===== config.mk =====
export PLATFORM = sky130hd
export DESIGN_NAME = sample_deserializer
export DESIGN_NICKNAME = d
export VERILOG_FILES = /design/src/rtl/sample_deserializer_pkg.sv /design/src/rtl/sample_fifo2.sv /design/src/rtl/sample_deserializer.sv
export SDC_FILE = /design/constraint.sdc
export NUM_CORES = 1
export LEC_CHECK = 0
export CORE_MARGIN = 5
export CORE_UTILIZATION = 59
export DETAILED_ROUTE_END_ITERATION = 16
export HOLD_SLACK_MARGIN = 0.02
export PLACE_DENSITY = 0.84
export SYNTH_ARGS = -nofsm -noshare
export SYNTH_HDL_FRONTEND = slang
export SYNTH_SLANG_ARGS = --single-unit

===== constraint.sdc =====
create_clock -name clk -period 3.1 [get_ports clk]
set_input_delay 0.93 -clock clk [delete_from_list [all_inputs] [get_ports clk]]
set_output_delay 0.93 -clock clk [all_outputs]
set_load 0.03 [all_outputs]

===== src/rtl/sample_deserializer_pkg.sv =====
// Shared defaults and width helpers for the sample deserializer and its FIFO.
// Pure declarations: no latency, no flow control.
// Keeps parameter-derived widths identical between the top and the bench.
package sample_deserializer_pkg;

    localparam int DATA_WIDTH_DEF = 16;
    localparam int NUM_UNITS_DEF  = 2;

    // Index width for a counter over n values, never narrower than one bit.
    function automatic int idx_width(input int n);
        return (n <= 2) ? 1 : $clog2(n);
    endfunction

    function automatic int bytes_per_sample(input int data_width);
        return data_width / 8;
    endfunction

endpackage


===== src/rtl/sample_fifo2.sv =====
// Two-entry sample FIFO holding assembled data plus its destination unit tag.
// Latency: a push is visible at the head the cycle after it is written.
// Backpressure: head held while pop_rdy is low; a push into a full FIFO is taken only alongside a pop.
module sample_fifo2
    import sample_deserializer_pkg::*;
#(
    parameter int DATA_WIDTH = DATA_WIDTH_DEF,
    parameter int UNIT_W     = 1
) (
    input  logic                  clk,
    input  logic                  rst_n,
    input  logic                  push_vld,
    input  logic [DATA_WIDTH-1:0] push_dat,
    input  logic [UNIT_W-1:0]     push_unit,
    output logic                  pop_vld,
    input  logic                  pop_rdy,
    output logic [DATA_WIDTH-1:0] pop_dat,
    output logic [UNIT_W-1:0]     pop_unit,
    output logic                  full,
    output logic                  empty
);

    logic [DATA_WIDTH-1:0] mem_dat  [2];
    logic [UNIT_W-1:0]     mem_unit [2];
    logic                  wr_ptr;
    logic                  rd_ptr;
    logic [1:0]            count;
    logic                  pop;
    logic                  push;

    assign full     = (count == 2'd2);
    assign empty    = (count == 2'd0);
    assign pop_vld  = !empty;
    assign pop_dat  = mem_dat[rd_ptr];
    assign pop_unit = mem_unit[rd_ptr];
    assign pop      = pop_vld && pop_rdy;
    // Full-and-popping frees the head slot in the same edge, so the push lands there.
    assign push     = push_vld && (!full || pop);

    always_ff @(posedge clk or negedge rst_n) begin
        if (!rst_n) begin
            mem_dat[0]  <= '0;
            mem_dat[1]  <= '0;
            mem_unit[0] <= '0;
            mem_unit[1] <= '0;
            wr_ptr      <= 1'b0;
            rd_ptr      <= 1'b0;
            count       <= 2'd0;
        end else begin
            if (push) begin
                mem_dat[wr_ptr]  <= push_dat;
                mem_unit[wr_ptr] <= push_unit;
                wr_ptr           <= ~wr_ptr;
            end
            if (pop) begin
                rd_ptr <= ~rd_ptr;
            end
            case ({push, pop})
                2'b10:   count <= count + 2'd1;
                2'b01:   count <= count - 2'd1;
                default: count <= count;
            endcase
        end
    end

endmodule


===== src/rtl/sample_deserializer.sv =====
// Assembles MSB-first bytes into samples tagged round-robin with a detector unit index.
// Latency: sample_valid rises one cycle after the last byte; frame_err/overflow pulse one cycle after their cause.
// Backpressure: 2-entry FIFO; with it full and no pop, a completed sample is dropped and overflow pulses.
module sample_deserializer
    import sample_deserializer_pkg::*;
#(
    parameter int NUM_UNITS      = NUM_UNITS_DEF,
    parameter int DATA_WIDTH     = DATA_WIDTH_DEF,
    parameter int TIMEOUT_CYCLES = 255
) (
    input  logic                              clk,
    input  logic                              rst_n,
    input  logic [7:0]                        byte_in,
    input  logic                              byte_valid,
    output logic [DATA_WIDTH-1:0]             sample_data,
    output logic [idx_width(NUM_UNITS)-1:0]   sample_unit,
    output logic                              sample_valid,
    input  logic                              sample_ready,
    output logic                              frame_err,
    output logic                              overflow
);

    localparam int BYTES_PER_SAMPLE = bytes_per_sample(DATA_WIDTH);
    localparam int UNIT_W           = idx_width(NUM_UNITS);
    localparam int IDX_W            = idx_width(BYTES_PER_SAMPLE);
    localparam int TO_W             = $clog2(TIMEOUT_CYCLES + 1);

    localparam logic [IDX_W-1:0]  IDX_LAST  = IDX_W'(BYTES_PER_SAMPLE - 1);
    localparam logic [UNIT_W-1:0] UNIT_LAST = UNIT_W'(NUM_UNITS - 1);
    localparam logic [TO_W-1:0]   IDLE_LAST = TO_W'(TIMEOUT_CYCLES - 1);

    logic [IDX_W-1:0]      byte_idx;
    logic [UNIT_W-1:0]     unit_cnt;
    logic [TO_W-1:0]       idle_cnt;
    logic [DATA_WIDTH-9:0] shift_reg;
    logic [DATA_WIDTH-1:0] assembled;
    logic                  last_byte;
    logic                  expire;
    logic                  drop;
    logic                  fifo_full;
    logic                  fifo_empty;

    assign assembled = {shift_reg, byte_in};
    assign last_byte = byte_valid && (byte_idx == IDX_LAST);
    // An arriving byte always wins over the expiry that would otherwise fire this cycle.
    assign expire    = !byte_valid && (byte_idx != '0) && (idle_cnt == IDLE_LAST);
    assign drop      = last_byte && fifo_full && !(sample_ready && !fifo_empty);

    always_ff @(posedge clk or negedge rst_n) begin
        if (!rst_n) begin
            byte_idx  <= '0;
            unit_cnt  <= '0;
            idle_cnt  <= '0;
            shift_reg <= '0;
            frame_err <= 1'b0;
            overflow  <= 1'b0;
        end else begin
            frame_err <= expire;
            overflow  <= drop;
            if (byte_valid) begin
                shift_reg <= assembled[DATA_WIDTH-9:0];
                idle_cnt  <= '0;
                if (last_byte) begin
                    byte_idx <= '0;
                    // Counter advances even when the sample is dropped.
                    unit_cnt <= (unit_cnt == UNIT_LAST) ? '0 : unit_cnt + UNIT_W'(1);
                end else begin
                    byte_idx <= byte_idx + IDX_W'(1);
                end
            end else if (expire) begin
                byte_idx  <= '0;
                unit_cnt  <= '0;
                idle_cnt  <= '0;
                shift_reg <= '0;
            end else if (byte_idx != '0) begin
                idle_cnt <= idle_cnt + TO_W'(1);
            end
        end
    end

    sample_fifo2 #(
        .DATA_WIDTH (DATA_WIDTH),
        .UNIT_W     (UNIT_W)
    ) u_fifo (
        .clk       (clk),
        .rst_n     (rst_n),
        .push_vld  (last_byte),
        .push_dat  (assembled),
        .push_unit (unit_cnt),
        .pop_vld   (sample_valid),
        .pop_rdy   (sample_ready),
        .pop_dat   (sample_data),
        .pop_unit  (sample_unit),
        .full      (fifo_full),
        .empty     (fifo_empty)
    );

endmodule


==> results.md, run 1 <==
- Hold-fix buffers, CTS: 0
- Cell accounting for the most synthesized area: dfrtp_1
- Max reg flops: 32
- CP Cell Sequence: buf_4, mux2_2, clkdlybuf4s50_1
- EDFF count, synth: 0
- Grt total ovfl: 0
- Crit Reg-Reg Startpoint: u_fifo.count[1]
- Largest stage delay on the critical path: approximately 600 ps
- Post-synthesis cell area: 0.00268 mm^2
- Routed vias/inst: a little under 6
- Clk slew on worst S/H paths: 60 ps
- Synth warnings: 0
- Initial Util: 0.612
- Total track usage: 0.194
- Worst Skew: 6.62 ps
- Wire per inst: 17.4 um
- Final setup violation count: 0
- Worst Tran Pin Value: 1060 ps
- Synth async-reset ratio: 1.00
- Critical path type: register to output pin
- Vias in the first global route: 1905
- R2r setup slk: 1030 ps
- Util after Layout: 0.747
- Crit-path slowest cell: clkdlybuf4s50_1
- CP bufs+invs: 2
- Final nets: about 260
- DP HPWL: 3.36 mm
- Crit path max-delay family: buffers and inverters
- Hold depth: 1
- Total number of vias: 1785
- Num CTS Buffers: 9
- N_diodes: 0
- Tmin final: 2770 ps
- Initial antenna violation count: 0
- Reg2Reg Depth: 3
- Synth unique cells: 37
- Peak supply drop: 756 uV
- Most frequent cells after synthesis: 58 x dfrtp_1, 43 x mux2_2, 20 x nand2_1
- Core area: between 0.004 and 0.005 mm^2
- PwrDens: 1060 mW/mm^2
- 1st-pass router iterations: 6
- Layout cell share with drive strength beyond 1: 0.306
- Synth Flop Type: dfrtp_1
- RSZ-0062 raised after global routing: no
- Critical path launch point type: register
- Latest clock arrival within the worst-skew pair: 340 ps
- Crit end category: output pin
- Post-route cell area: 0.00328 mm^2
- Mean area per synthesized cell: 12.8 um^2
- H-tree depth: 3
- Syn nets: 224
- Period utilization: 0.894
- Min-delay worst type: register to register
- Initial drt markers: between 100 and 150
- Final hold viol count: 0
- Overall power: 3.47 mW
- Largest net degree at the start of global routing: 32
- WP data required: 2170 ps
- Port Buf Inserts: 31
- Routability Congestion: between 0.7 and 0.8
- Core Rows: 24
- Top-count cell post-synth: dfrtp_1
- # Post-CTS Setup Buffers: 0
- Die H: 77.4 um
- Slew HR: 0.291
- Residual DRC: 0
- Dominant cells by area after synthesis: dfrtp_1 54%, mux2_2 18%, mux2_4 5.6%
- Root Buffer: clkbuf_8
- Max Freq: 361 MHz
- WP data arrival: 1840 ps
- Hold Path Sink: u_fifo.count[1]
- Clock sinks: between 50 and 60
- Area share of the largest cell type after synthesis: 0.541
- Post-synthesis register bit count: 58
- R2R Path End: u_fifo.mem_dat[18]
- Clk buf depth: 2
- Leak pwr: 1.38 nW
- Hold wc startpoint: u_fifo.count[1]
- Final TNS setup: 0 ps
- Chip Width: 77.4 um
- Crit-path max FO: 9
- Post-CTS sizing: 0
- Layout overhead on the synthesized area: 22.1%
- DP Area: 0.00304 mm^2
- Slew Viols, Final: 0
- CTS tree: done
- Status: completed
- Sequential fraction of the synthesis area: 0.541
- Total routed wirelength: between 5 and 6 mm
- Die area: 0.00600 mm^2
- Ports: 32
- Maxcap violations: 0
- Mapped Cells: roughly 210
- Final ANT Viol Nets: 0
- First-pass GRT wire length: 9.09 mm
## per-stage QoR
stage,setup slack [ps],hold WS (ps),instances
global route,266,520,304
finish,328,486,304
CTS,305,496,304
floorplan,871,448,209
detailed placement,111,482,288
global placement,158,478,288
## kinds of logic after synthesis
kind of cell,Yosys count,synth area share
AOI/OAI and AO/OA,29,0.0620
xor gates and xnor gates,5,0.0163
adders and majority gates,3,0.0140
buffers and inverters,12,0.0270
DFF,58,0.541
muxes,54,0.240
and+or+nand+nor,48,0.0994
## cells in the final DEF (no fill, tap or decap), types with 2 or more instances in the layout
cell type        instances
dfrtp_1                 58
xor2_1                   2
a31oi_1                  2
clkbuf_1                 2
buf_4                    4
nand2b_1                 4
xnor2_1                  3
mux2_4                  10
clkbuf_8                 9
inv_1                    2
clkdlybuf4s50_1         30
nand3_1                  6
o21ai_0                 10
bufinv_16                3
o211ai_1                 3
ha_1                     3
a21oi_1                 10
nor2_1                   2
mux2_2                  43
nor2b_1                  2
nand4_1                  3
nor3_1                   2
nand2_1                 20
## worst max path at each step
stage                         endpoint  slack, ps  depth (start not counted)          start
floorplan               sample_data[0]        870                          3  u_fifo.rd_ptr
global route            sample_data[4]        270                          3  u_fifo.rd_ptr
detailed placement  u_fifo.mem_dat[18]        110                          4   sample_ready
finish                  sample_data[9]        330                          3  u_fifo.rd_ptr
CTS                     sample_data[9]        300                          3  u_fifo.rd_ptr
global placement    u_fifo.mem_dat[17]        160                          4   sample_ready
## per-layer routing
layer,up-vias,share of wire,global-route usage
li1,830,-,-
met1,886,0.44,0.244
met2,54,0.47,0.301
met3,15,0.050,0.0451
met4,0,0.032,0.125
met5,-,0,0
## power breakdown
| group | switching [mW] | internal (mW) | total [mW] |
|---|---|---|---|
| logic | 0.694 | 0.767 | 1.46 |
| registers | 0.161 | 1.02 | 1.19 |
| clock network | 0.292 | 0.533 | 0.825 |
## worst reg2reg max path, cell delays in order, from the launching register on
cell and delay (ps):
dfrtp_1 400, or3b_4 260, nor3b_4 870, mux2_2 430
## cell type report
cell class,count,area [um^2]
clock inverters,5,103
inverters,3,11.3
fillers,297,1110
flip-flops and latches,58,1450
multi-input cells,139,1160
clock buffers,11,131
repair buffers,36,355
well taps,52,65.1
Power figures use the tool's default switching activity.
==> run 2: changes to the inputs <==
--- a/config.mk
+++ b/config.mk
@@ -6,10 +6,11 @@
 export NUM_CORES = 1
 export LEC_CHECK = 0
 export CORE_MARGIN = 5
-export CORE_UTILIZATION = 59
+export CORE_UTILIZATION = 60
+export CTS_BUF_LIST = sky130_fd_sc_hd__clkbuf_4 sky130_fd_sc_hd__clkbuf_8
 export DETAILED_ROUTE_END_ITERATION = 16
 export HOLD_SLACK_MARGIN = 0.02
-export PLACE_DENSITY = 0.84
+export PLACE_DENSITY = 0.85
 export SYNTH_ARGS = -nofsm -noshare
 export SYNTH_HDL_FRONTEND = slang
 export SYNTH_SLANG_ARGS = --single-unit
==> run 2 against run 1 <==
Net effect:
- die area down 1.5%
- clock power up 13%
- via count down 4.3%
- clock skew about the same
- count of clock-buffer cells in the layout unchanged
- critical path depth unchanged
- non-clock buffer count unchanged
- largest cell class unchanged
- highest routed layer unchanged
==> results.md, run 2 (synthesis gave the netlist of run 1 again) <==
- Hold Path Sink: u_fifo.count[1]
- Crit Reg-Reg Startpoint: u_fifo.count[1]
- Min-delay worst type: register to register
- Critical path type: register to output pin
- Max reg flops: 32
- Layout cell share with drive strength beyond 1: 0.313
- RSZ-0062 raised after global routing: no
- Final setup violation count: 0
- # Post-CTS Setup Buffers: 0
- Total track usage: 0.191
- Initial drt markers: 157
- Tmin final: between 2000 and 3000 ps
- DP HPWL: 3.18 mm
- Root Buffer: clkbuf_8
- Leak pwr: 1.40 nW
- CP Cell Sequence: buf_12, mux2_2, clkdlybuf4s50_1
- Routability Congestion: ~0.79
- Final nets: 262
- Initial antenna violation count: 0
- N_diodes: 0
- CTS tree: done
- Routed vias/inst: 5.62
- Crit-path max FO: 11
- Worst Skew: 6.21 ps
- Most common cell after layout, fill and taps aside: dfrtp_1
- Layout overhead on the synthesized area: 23.5%
- Total routed wirelength: 5.05 mm
- Hold depth: 1
- Total number of vias: around 1700
- Core Rows: 24
- Die area: 0.00591 mm^2
- Crit path max-delay family: buffers and inverters
- Num CTS Buffers: 9
- Most frequent cells in the layout: 58 x dfrtp_1, 43 x mux2_2, 30 x clkdlybuf4s50_1
- Hold-fix buffers, CTS: 0
- Clk buf depth: 2
- Hold wc startpoint: u_fifo.count[1]
- R2r setup slk: 1070 ps
- Core area: 0.00435 mm^2
- DP Area: 0.00304 mm^2
- Port Buf Inserts: 31
- Vias in the first global route: 1867
- CP bufs+invs: 2
- WP data arrival: slightly above 2000 ps
- R2R Path End: u_fifo.mem_dat[18]
- Largest stage delay on the critical path: 600 ps
- Maxcap violations: 0
- Status: completed
- PwrDens: approximately 1100 mW/mm^2
- Slew Viols, Final: 0
- WP data required: 2170 ps
- Post-route cell area: approximately 0.0033 mm^2
- Crit-path slowest cell: dfrtp_1
- Crit end category: output pin
- Latest clock arrival within the worst-skew pair: between 300 and 400 ps
- Chip Width: 76.9 um
- Final ANT Viol Nets: 0
- Slew HR: 0.319
- Die H: 76.9 um
- 1st-pass router iterations: 4
- Wire per inst: approximately 17 um
- Ports: 32
- First-pass GRT wire length: 9.03 mm
- Reg2Reg Depth: 3
- Post-CTS sizing: 0
- Critical path launch point type: register
- Final hold viol count: 0
- Grt total ovfl: 0
- H-tree depth: 3
- Final TNS setup: 0 ps
- Clock sinks: 58
- Residual DRC: 0
- Period utilization: 0.966
- Peak supply drop: 727 uV
- Clk slew on worst S/H paths: 60 ps
- Largest net degree at the start of global routing: between 50 and 60
- Worst Tran Pin Value: 1020 ps
- Initial Util: 0.616
- Max Freq: 334 MHz
## run 2: changes by cell type in the layout (fill, tap and decap cells not counted)
cell / delta
clkbuf_4: +1
clkinvlp_4: -1
clkbuf_8: +1
clkbuf_1: -2
bufinv_16: +1
## run 2: worst register-to-register path, delay by kind of cell, from the launching register on
family | cells | cell delay, ps
simple gates | 2 | 1100
flops | 1 | 400
mux | 1 | 420
## run 2: worst max-delay path by stage
| stage | from | end | slack (ps) | depth (start not counted) |
|---|---|---|---|---|
| 2_1_floorplan | u_fifo.rd_ptr | sample_data[0] | 870 | 3 |
| 3_3_place_gp | sample_ready | u_fifo.mem_dat[20] | 140 | 4 |
| 3_5_place_dp | sample_ready | u_fifo.mem_dat[22] | 110 | 4 |
| 4_1_cts | u_fifo.rd_ptr | sample_data[10] | 80 | 3 |
| 5_1_grt | u_fifo.rd_ptr | sample_data[13] | 40 | 3 |
| 6_report | u_fifo.rd_ptr | sample_data[12] | 110 | 3 |
## run 2: power by group
| part | leakage, nW | internal, mW | switching [mW] | total [mW] |
|---|---|---|---|---|
| clock network | 0.137 | 0.645 | 0.287 | 0.933 |
| logic | 0.552 | 0.773 | 0.668 | 1.44 |
| registers | 0.715 | 1.02 | 0.185 | 1.21 |
| total | 1.40 | 2.44 | 1.14 | 3.58 |
## run 2: area by class of cell
cell class	instances	area (um^2)
inverters	3	11.3
repair buffers	36	355
multi-input cells	139	1160
clock buffers	11	145
well taps	52	65.1
flip-flops and latches	58	1450
clock inverters	5	125
fillers	267	1040
## run 2: layer usage
metal	track usage	wire, um	part of all wire
met4	0.0839	85	0.017
met1	0.250	2290	0.45
met2	0.298	2530	0.50
met3	0.0480	145	0.029
met5	0	0	0
## run 2: through the flow
stage	utilization	setup WS (ps)	total power, mW	hold WS [ps]	cells
floorplan	-	871	2.17	448	209
global placement	0.699	144	2.63	469	288
detailed placement	0.699	106	2.66	474	288
CTS	0.761	84.5	3.61	487	304
global route	0.761	40.2	3.76	505	304
finish	0.761	105	3.58	487	304
